`config.mk`:
```
export PLATFORM = sky130hd
export DESIGN_NAME = pairwise_and_reduce_seq
export DESIGN_NICKNAME = d
export VERILOG_FILES = /design/src/rtl/pairwise_and_reduce_pkg.sv /design/src/rtl/pairwise_and_reduce_seq_chunk_eval.sv /design/src/rtl/pairwise_and_reduce_seq.sv
export SDC_FILE = /design/constraint.sdc
export NUM_CORES = 1
export LEC_CHECK = 0
export ABC_CLOCK_PERIOD_IN_PS = 10500
export CORE_UTILIZATION = 45
export CTS_CLUSTER_SIZE = 10
export DETAILED_ROUTE_END_ITERATION = 8
export GPL_TIMING_DRIVEN = 0
export PLACE_DENSITY = 0.86
export SYNTH_ARGS = -nofsm -noshare
export SYNTH_HDL_FRONTEND = slang
export SYNTH_SLANG_ARGS = --single-unit
```
`constraint.sdc`:
```
create_clock -name clk -period 10.5 [get_ports clk]
set_input_delay 1.575 -clock clk [delete_from_list [all_inputs] [get_ports clk]]
set_output_delay 1.575 -clock clk [all_outputs]
set_load 0.05 [all_outputs]
```
`src/rtl/pairwise_and_reduce_pkg.sv`:
```
// Shared state encoding and chunk-level reduction helpers for pairwise_and_reduce_seq.
// The helpers take a fixed-width vector, so callers zero-extend their slice and CHUNK must not exceed MAX_CHUNK.
package pairwise_and_reduce_pkg;

  localparam int MAX_CHUNK = 256;

  typedef enum logic [1:0] {
    IDLE = 2'd0,
    SCAN = 2'd1,
    DONE = 2'd2
  } state_e;

  function automatic int unsigned popcount_chunk(input logic [MAX_CHUNK-1:0] v);
    int unsigned n;
    n = 0;
    for (int i = 0; i < MAX_CHUNK; i++) n = n + 32'(v[i]);
    return n;
  endfunction

  // Priority encoder: the downward loop lets the lowest set bit be the last one written.
  function automatic int unsigned lowest_set_bit(input logic [MAX_CHUNK-1:0] v);
    int unsigned idx;
    idx = 0;
    for (int i = MAX_CHUNK - 1; i >= 0; i--) begin
      if (v[i]) idx = 32'(i);
    end
    return idx;
  endfunction

endpackage

```
`src/rtl/pairwise_and_reduce_seq_chunk_eval.sv`:
```
// Combinational evaluation of one CHUNK-lane slice of the product: any-set, popcount, lowest set lane.
module chunk_eval
  import pairwise_and_reduce_pkg::*;
#(
  parameter  int CHUNK = 16,
  localparam int PC_W  = $clog2(CHUNK + 1),
  localparam int LSB_W = (CHUNK > 1) ? $clog2(CHUNK) : 1
) (
  input  logic [CHUNK-1:0] i_slice,
  output logic             o_nonzero,
  output logic [PC_W-1:0]  o_popcount,
  output logic [LSB_W-1:0] o_lsb_index
);

  assign o_nonzero   = |i_slice;
  assign o_popcount  = PC_W'(popcount_chunk(MAX_CHUNK'(i_slice)));
  assign o_lsb_index = LSB_W'(lowest_set_bit(MAX_CHUNK'(i_slice)));

endmodule

```
`src/rtl/pairwise_and_reduce_seq.sv`:
```
// Chunked AND-reduce scanner: reports any-match, match count and lowest matching lane of A&B,
// evaluating CHUNK lanes per cycle between valid/ready handshakes.
module pairwise_and_reduce_seq
  import pairwise_and_reduce_pkg::*;
#(
  parameter int WIDTH = 64,
  parameter int CHUNK = 16,
  parameter int CNT_W = $clog2(WIDTH + 1),
  parameter int IDX_W = (WIDTH > 1) ? $clog2(WIDTH) : 1
) (
  input  logic             clk,
  input  logic             rst,
  input  logic             in_valid,
  output logic             in_ready,
  input  logic [WIDTH-1:0] in_a,
  input  logic [WIDTH-1:0] in_b,
  input  logic             in_early_exit,
  output logic             out_valid,
  input  logic             out_ready,
  output logic             out_hit,
  output logic [CNT_W-1:0] out_count,
  output logic [IDX_W-1:0] out_first,
  output logic             busy
);

  localparam int N_CHUNKS = WIDTH / CHUNK;
  localparam int PTR_W    = (N_CHUNKS > 1) ? $clog2(N_CHUNKS) : 1;
  localparam int LANE_W   = (WIDTH > 1) ? $clog2(WIDTH) : 1;
  localparam int PC_W     = $clog2(CHUNK + 1);
  localparam int LSB_W    = (CHUNK > 1) ? $clog2(CHUNK) : 1;
  localparam logic [PTR_W-1:0] LAST_PTR = PTR_W'(N_CHUNKS - 1);

  state_e            r_state;
  state_e            w_state_next;
  logic [WIDTH-1:0]  r_prod;
  logic              r_early_exit;
  logic [PTR_W-1:0]  r_ptr;
  logic              r_hit;
  logic [CNT_W-1:0]  r_count;
  logic [IDX_W-1:0]  r_first;

  logic [LANE_W-1:0] w_base_lane;
  logic [CHUNK-1:0]  w_chunk;
  logic              w_nonzero;
  logic [PC_W-1:0]   w_popcount;
  logic [LSB_W-1:0]  w_lsb_index;
  logic              w_accept;
  logic              w_scan_end;

  // With CHUNK == WIDTH the pointer is always 0, so the truncated constant never matters.
  assign w_base_lane = LANE_W'(r_ptr) * LANE_W'(CHUNK);
  assign w_chunk     = r_prod[w_base_lane +: CHUNK];

  chunk_eval #(.CHUNK(CHUNK)) u_chunk_eval (
    .i_slice     (w_chunk),
    .o_nonzero   (w_nonzero),
    .o_popcount  (w_popcount),
    .o_lsb_index (w_lsb_index)
  );

  assign w_accept   = (r_state == IDLE) && in_valid;
  assign w_scan_end = (r_ptr == LAST_PTR) || (r_early_exit && w_nonzero);

  // NOTE: sequential state uses non-blocking assignments so every register samples pre-edge values.
  always_ff @(posedge clk or posedge rst) begin
    if (rst) r_state <= IDLE;
    else     r_state <= w_state_next;
  end

  // NOTE: the default assignment first keeps this block free of inferred latches.
  always_comb begin
    w_state_next = r_state;
    case (r_state)
      IDLE:    if (in_valid)   w_state_next = SCAN;
      SCAN:    if (w_scan_end) w_state_next = DONE;
      DONE:    if (out_ready)  w_state_next = IDLE;
      default: w_state_next = IDLE;
    endcase
  end

  // NOTE: the product register has no reset; it is only read in SCAN, which always follows a load.
  always_ff @(posedge clk) begin
    if (w_accept) r_prod <= in_a & in_b;
  end

  always_ff @(posedge clk or posedge rst) begin
    if (rst) begin
      r_early_exit <= 1'b0;
      r_ptr        <= '0;
      r_hit        <= 1'b0;
      r_count      <= '0;
      r_first      <= '0;
    end else if (w_accept) begin
      r_early_exit <= in_early_exit;
      r_ptr        <= '0;
      r_hit        <= 1'b0;
      r_count      <= '0;
      r_first      <= '0;
    end else if (r_state == SCAN) begin
      r_count <= r_count + CNT_W'(w_popcount);
      if (!r_hit && w_nonzero) begin
        r_hit   <= 1'b1;
        r_first <= IDX_W'(w_base_lane) + IDX_W'(w_lsb_index);
      end
      if (!w_scan_end) r_ptr <= r_ptr + PTR_W'(1);
    end
  end

  assign in_ready  = (r_state == IDLE);
  assign busy      = (r_state != IDLE);
  assign out_valid = (r_state == DONE);
  assign out_hit   = r_hit;
  assign out_count = r_count;
  assign out_first = r_first;

endmodule
```
==> impl_metrics.toml, run 1 <==
[cells_and_area]
fillers = 718
syn_to_final_growth_pct = 43.1
final_util_pct = 67.0
antenna_cells = 0
layout.nets = 637
drive_gt1_share_pct = 9.28

[global_routing]
grt_overflow = 0
grt_max_degree = 44
grt_usage_pct = 19.1
grt_pass1_wl_mm = 14.5
grt_pass1_vias = 3175
antenna_found_initial = 0

[synth]
synth_edf_count = 64
syn_nets = 476
synth_top_area_share_pct = 44.2
synth_top_cells_by_area = "edfxtp_1 44%, dfrtp_1 11%, and2_1 9.2%"
ys_ff_latch = 83
yosysSeqAreaShare_pct = 55.2
yosysTopAreaCell = "edfxtp_1"
synthCells = 319
netlist-cell-type-count = 43
ys.flop_type = "edfxtp_1"
syn_avg_cell_area_um2 = 13.6
ys_warn_count = 0
synthArstFlopShare_pct = 22.9
netlist_area_um2 = 4350

[place]
dp.final_hpwl_mm = 7.18
dp_slack_ns = 4.27
gp_congestion = 0.864
port_buffers = 149

[run_status]
status = "finished, final reports clean"

[drt]
dr.first_iter.drc_count = 163
wl_per_cell_um = 14.4
post_drt_via_cell_ratio = 5.03
num_vias = 3090
ant_nets = 0
dr.pass1.iters = 4
wirelength_mm = 8.81
drc = 0

[setup_path]
required_ns = 10.73
crit_slowest_cell = "mux4_2"
ff2ff_setup_slack_ns = 4.25
cp.arrival_ns = 6.48
cp_cell_sequence = "buf_6, buf_12, mux4_2, inv_1, ha_1, fa_1, fa_1, inv_1, fa_1, inv_1, fa_1, fa_1, inv_1, fa_1, fa_1, inv_1, a21oi_1, o21bai_1, a21oi_1, o211ai_1, o31ai_1"
cp_max_fo = 10
end_kind = "flip-flop"
reg2reg_depth = 21
cpMostUsedCell = "fa_1"
path_class = "reg2reg"
cpPeakStageDelay_ns = 0.59
cp-start-kind = "flip-flop"

[sta]
fin_crit_sh_pct = 59.5
tightest_slew_ns = 0.679
drv_slew = 0
fin_setup_tns_ns = 0
fin_skew_ns = 0.00957
timing.hold.ws_ns = 0.499
slew-limit-headroom_pct = 54.7
layout_setup_ws_ns = 4.25
rsz0062_at_grt = "false"
fmax_mhz = 160
setup_viol = 0
period_minus_slack_ns = 6.25
hold_viol_final = 0

[cts]
cts_made_buffers = 9
cts_setup_buffers = 0
cts_root_buf = "clkbuf_8"
cts_tree = "yes"
clock-sinks = 83
htree_levels = 3
ctsHoldBuffers = 0
cts_buffer_depth = 2
cts.reportedPaths.clkPinSlew_ns = 0.08
post_cts_resized = 0
clk_latency_ns = 0.35

[die]
rows = 35
coreArea_um2 = 9280
boundaryPins = 150
dieHeight_um = 100
initial_core_util_pct = 46.8
dieArea_um2 = 10100
fp.dieW_um = 100

[worst_hold_path]
whs_path_depth = 1
hp-class = "reg2reg"

[run]
cap_violations = 0
-- cell usage in the layout, fill, tap and decap left out, types with 3 or more instances in the layout --
cell type / instances
clkdlybuf4s50_1: 149
and2_1: 64
edfxtp_1: 64
inv_1: 28
dfrtp_1: 19
mux4_2: 17
ha_1: 13
nor2_1: 12
fa_1: 11
nand3_1: 10
a21oi_1: 9
nand2_1: 9
clkbuf_8: 9
o21ai_0: 6
xnor2_1: 5
nor2b_1: 4
o31ai_1: 4
buf_2: 3
clkinv_1: 3
nor3_1: 3
o21ai_1: 3
-- routing by layer --
metal  vias up  routed length (um)  global-route usage (%)  part of all wire [%]
li1       1459                   -                       -                     -
met1      1487                3340                    22.4                    38
met2       129                4720                    34.4                    54
met3        15                 624                    4.87                   7.1
met4         0                 128                    6.02                   1.5
met5         -                   0                       0                     0
-- flip-flops by register name, summed over array words and instances, names as in the netlist --
register / count
out_hit: 1
out_first: 6
r_state: 2
out_count: 7
r_prod: 64
r_ptr: 2
r_early_exit: 1
-- synthesized netlist by cell type, drive strengths merged, types with 2 or more instances --
master	count
a21o	2
a21oi	9
and2	64
buf	5
clkbuf	2
dfrtp	19
edfxtp	64
fa	11
ha	13
inv	30
mux4	17
nand2	9
nand2b	2
nand3	10
nor2	12
nor2b	4
nor3	4
nor4	4
o211ai	2
o21a	2
o21ai	9
o21bai	2
o31ai	4
o41ai	2
xnor2	5
-- cell type report --
cell class                 instances  area (um2)  area share [%]
sequential                        83        2400            38.6
multi-input combinational        198        1780            28.6
timing repair buffer             150        1510            24.3
tap                              129         161            2.60
clock buffer                       9         124            1.99
inverter                          31         116            1.87
clock inverter                     7        75.1            1.21
buffer                             7        53.8           0.865
-- cell families after synthesis --
group / count (synthesis) / share of synthesized area, %
AOI/OAI and AO/OA: 37 / 5.84
xor gates and xnor gates: 6 / 1.21
adders and majority gates: 24 / 8.81
buffers and inverters: 38 / 3.92
DFF: 83 / 55.2
muxes: 18 / 9.07
and+or+nand+nor: 113 / 16.0
-- stage by stage --
stage / cells / cell area [um2]
2_1_floorplan: 319 / 4350
3_3_place_gp: 597 / 6000
3_5_place_dp: 598 / 6020
4_1_cts: 614 / 6220
5_1_grt: 614 / 6220
6_report: 614 / 6220
-- worst paths after layout --
path	from	end
hold / removal	out_count[6]	out_count[6]
hold reg to reg	out_count[6]	out_count[6]
setup reg to reg	r_ptr[0]	out_count[6]
max in group asynchronous	rst	out_count[3]
min in group asynchronous	rst	r_state[1]
setup / recovery	r_ptr[0]	out_count[6]
-- critical path: cells and delay by family (launching register included) --
family	cells	cell delay [ns]
buf+inv	7	0.72
mux	1	0.59
fa+ha+maj	8	3.69
compound gates	5	0.74
flops	1	0.38
Power of run 1 is left out: the tool's default activity adds up to more than one toggle a clock period on the data nets, which glitch-free logic cannot reach.
==> inputs of run 2 (changes only) <==
ABC_CLOCK_PERIOD_IN_PS = 5200   (was 10500)
CORE_UTILIZATION = 41   (was 45)
PLACE_DENSITY = 0.82   (was 0.86)
clock period = 5.2 ns   (was 10.5 ns; I/O delays follow)
==> run 2 against run 1 <==
Net effect: final area grew 2.9%; worst setup slack lost 4.6 ns; the flow now finishes with violations (negative setup slack); critical path depth is the same; register-to-register slack lost 4.6 ns; hold slack gained 0.014 ns; critical path type unchanged; clock-buffer cell count grew 6.
==> impl_metrics.toml, run 2 (synthesis gave the netlist of run 1 again) <==
[run_status]
status = "finished, violations left"
failed_checks = "negative setup slack"

[drt]
ant_nets = 0
dr.first_iter.drc_count = 222
wirelength_mm = 9.40
num_vias = 3120
dr.pass1.iters = 4
drc = 0
wl_per_cell_um = 14.8
post_drt_via_cell_ratio = 4.93

[sta]
slew-limit-headroom_pct = 52.4
hold_viol_final = 0
rsz0062_at_grt = "true"
fin_crit_sh_pct = 107
setup_viol = 4
tightest_slew_ns = 0.713
fin_skew_ns = 0.0147
layout_setup_ws_ns = -0.378
fmax_mhz = 179
period_minus_slack_ns = 5.58
drv_slew = 0

[setup_path]
crit_slowest_cell = "mux4_2"
end_kind = "flip-flop"
crit_family = "adder cells"
cp_cell_sequence = "buf_8, buf_12, mux4_2, inv_2, ha_4, fa_1, fa_1, inv_2, fa_1, inv_1, fa_1, fa_2, inv_2, fa_1, fa_2, inv_2, a21oi_2, o21bai_1, a21oi_1, o211ai_1, o31ai_1"
path_buf_inv = 7
cpPeakStageDelay_ns = 0.54
required_ns = 5.44
cp-start-kind = "flip-flop"
cpMostUsedCell = "fa_1"
cp_max_fo = 4
startpoint = "r_ptr[0]"
cp.arrival_ns = 5.82
r2r_start = "r_ptr[0]"
path_class = "reg2reg"

[cells_and_area]
final_util_pct = 62.3
antenna_cells = 0
final_common_cell = "clkdlybuf4s50_1"
largest_reg_flops = 64
syn_to_final_growth_pct = 47.3
final_cell_mix = "149 x clkdlybuf4s50_1, 64 x and2_1, 64 x edfxtp_1, 23 x inv_1, 19 x dfrtp_1"
drive_gt1_share_pct = 14.1
fillers = 803
largest-register = "r_prod"
layout.nets = 649

[die]
initial_core_util_pct = 42.3
rows = 37
fp.dieW_um = 105
dieArea_um2 = 11000
dieHeight_um = 105
boundaryPins = 150
coreArea_um2 = 10300

[place]
gp_congestion = 0.823
dp.final_hpwl_mm = 7.41
port_buffers = 149

[worst_hold_path]
min-delay-start = "out_count[6]"
hp-class = "reg2reg"

[cts]
cts_buffer_depth = 2
cts_tree = "yes"
cts.reportedPaths.clkPinSlew_ns = 0.09
cts_root_buf = "clkbuf_8"
htree_levels = 3
cts_made_buffers = 9
clk_latency_ns = 0.36
ctsHoldBuffers = 0
clock-sinks = 83

[global_routing]
grt_max_degree = 44
grt_pass1_vias = 3344
grt_pass1_wl_mm = 15.2
grt_overflow = 0
grt_usage_pct = 18.3
antenna_found_initial = 0

[run]
cap_violations = 0
-- run 2: changes by cell type in the layout (fill, tap and decap cells not counted), sizes merged --
cell and change:
clkinv -4, clkbuf +6, bufinv -1, buf +12, inv -1
-- run 2: layout make-up --
class                           instances  area, um2  area share, %
Inverter                               31        116           1.82
Timing Repair Buffer                  162       1600           25.0
Multi-Input combinational cell        198       1820           28.5
Tap cell                              136        170           2.66
Buffer                                  7       62.6          0.978
Clock inverter                          1       8.76          0.137
Clock buffer                           15        220           3.44
Sequential cell                        83       2400           37.5
-- run 2: metal layers --
| layer | share of wire (%) | wire, um | GRT usage [%] |
|---|---|---|---|
| met5 | 0 | 0 | 0 |
| met4 | 2.1 | 193 | 6.24 |
| met3 | 7.5 | 702 | 5.80 |
| met2 | 54 | 5070 | 34.4 |
| met1 | 37 | 3430 | 19.0 |
-- run 2: stage by stage --
stage               setup WS, ns  setup TNS [ns]  cells  hold slack (ns)  instance area [um2]
finish                    -0.378           -1.08    633            0.513                 6400
global route              -0.518           -1.84    633            0.542                 6400
CTS                       -0.316           -1.06    630            0.494                 6360
detailed placement        -0.564           -1.95    605            0.482                 6040
global placement          -0.434           -1.34    604            0.475                 6020
floorplan                 -0.216          -0.463    319            0.552                 4350
-- run 2: worst paths after layout --
check	to	slack (ns)	cells after the start
min reg2reg	out_count[6]	0.51	1
max reg2reg	out_count[6]	-0.38	21
max in group asynchronous	out_first[5]	3.91	2
min in group asynchronous	out_count[4]	0.83	2
max	out_count[6]	-0.38	21
min	out_count[6]	0.51	1
-- run 2: repair_timing --
item,4_1_cts,5_1_grt
setup endpoints to repair,6,6
pin swaps,6,8
buffers inserted,9,3
resized for setup,8,6
Power of run 2 is left out for the same reason.
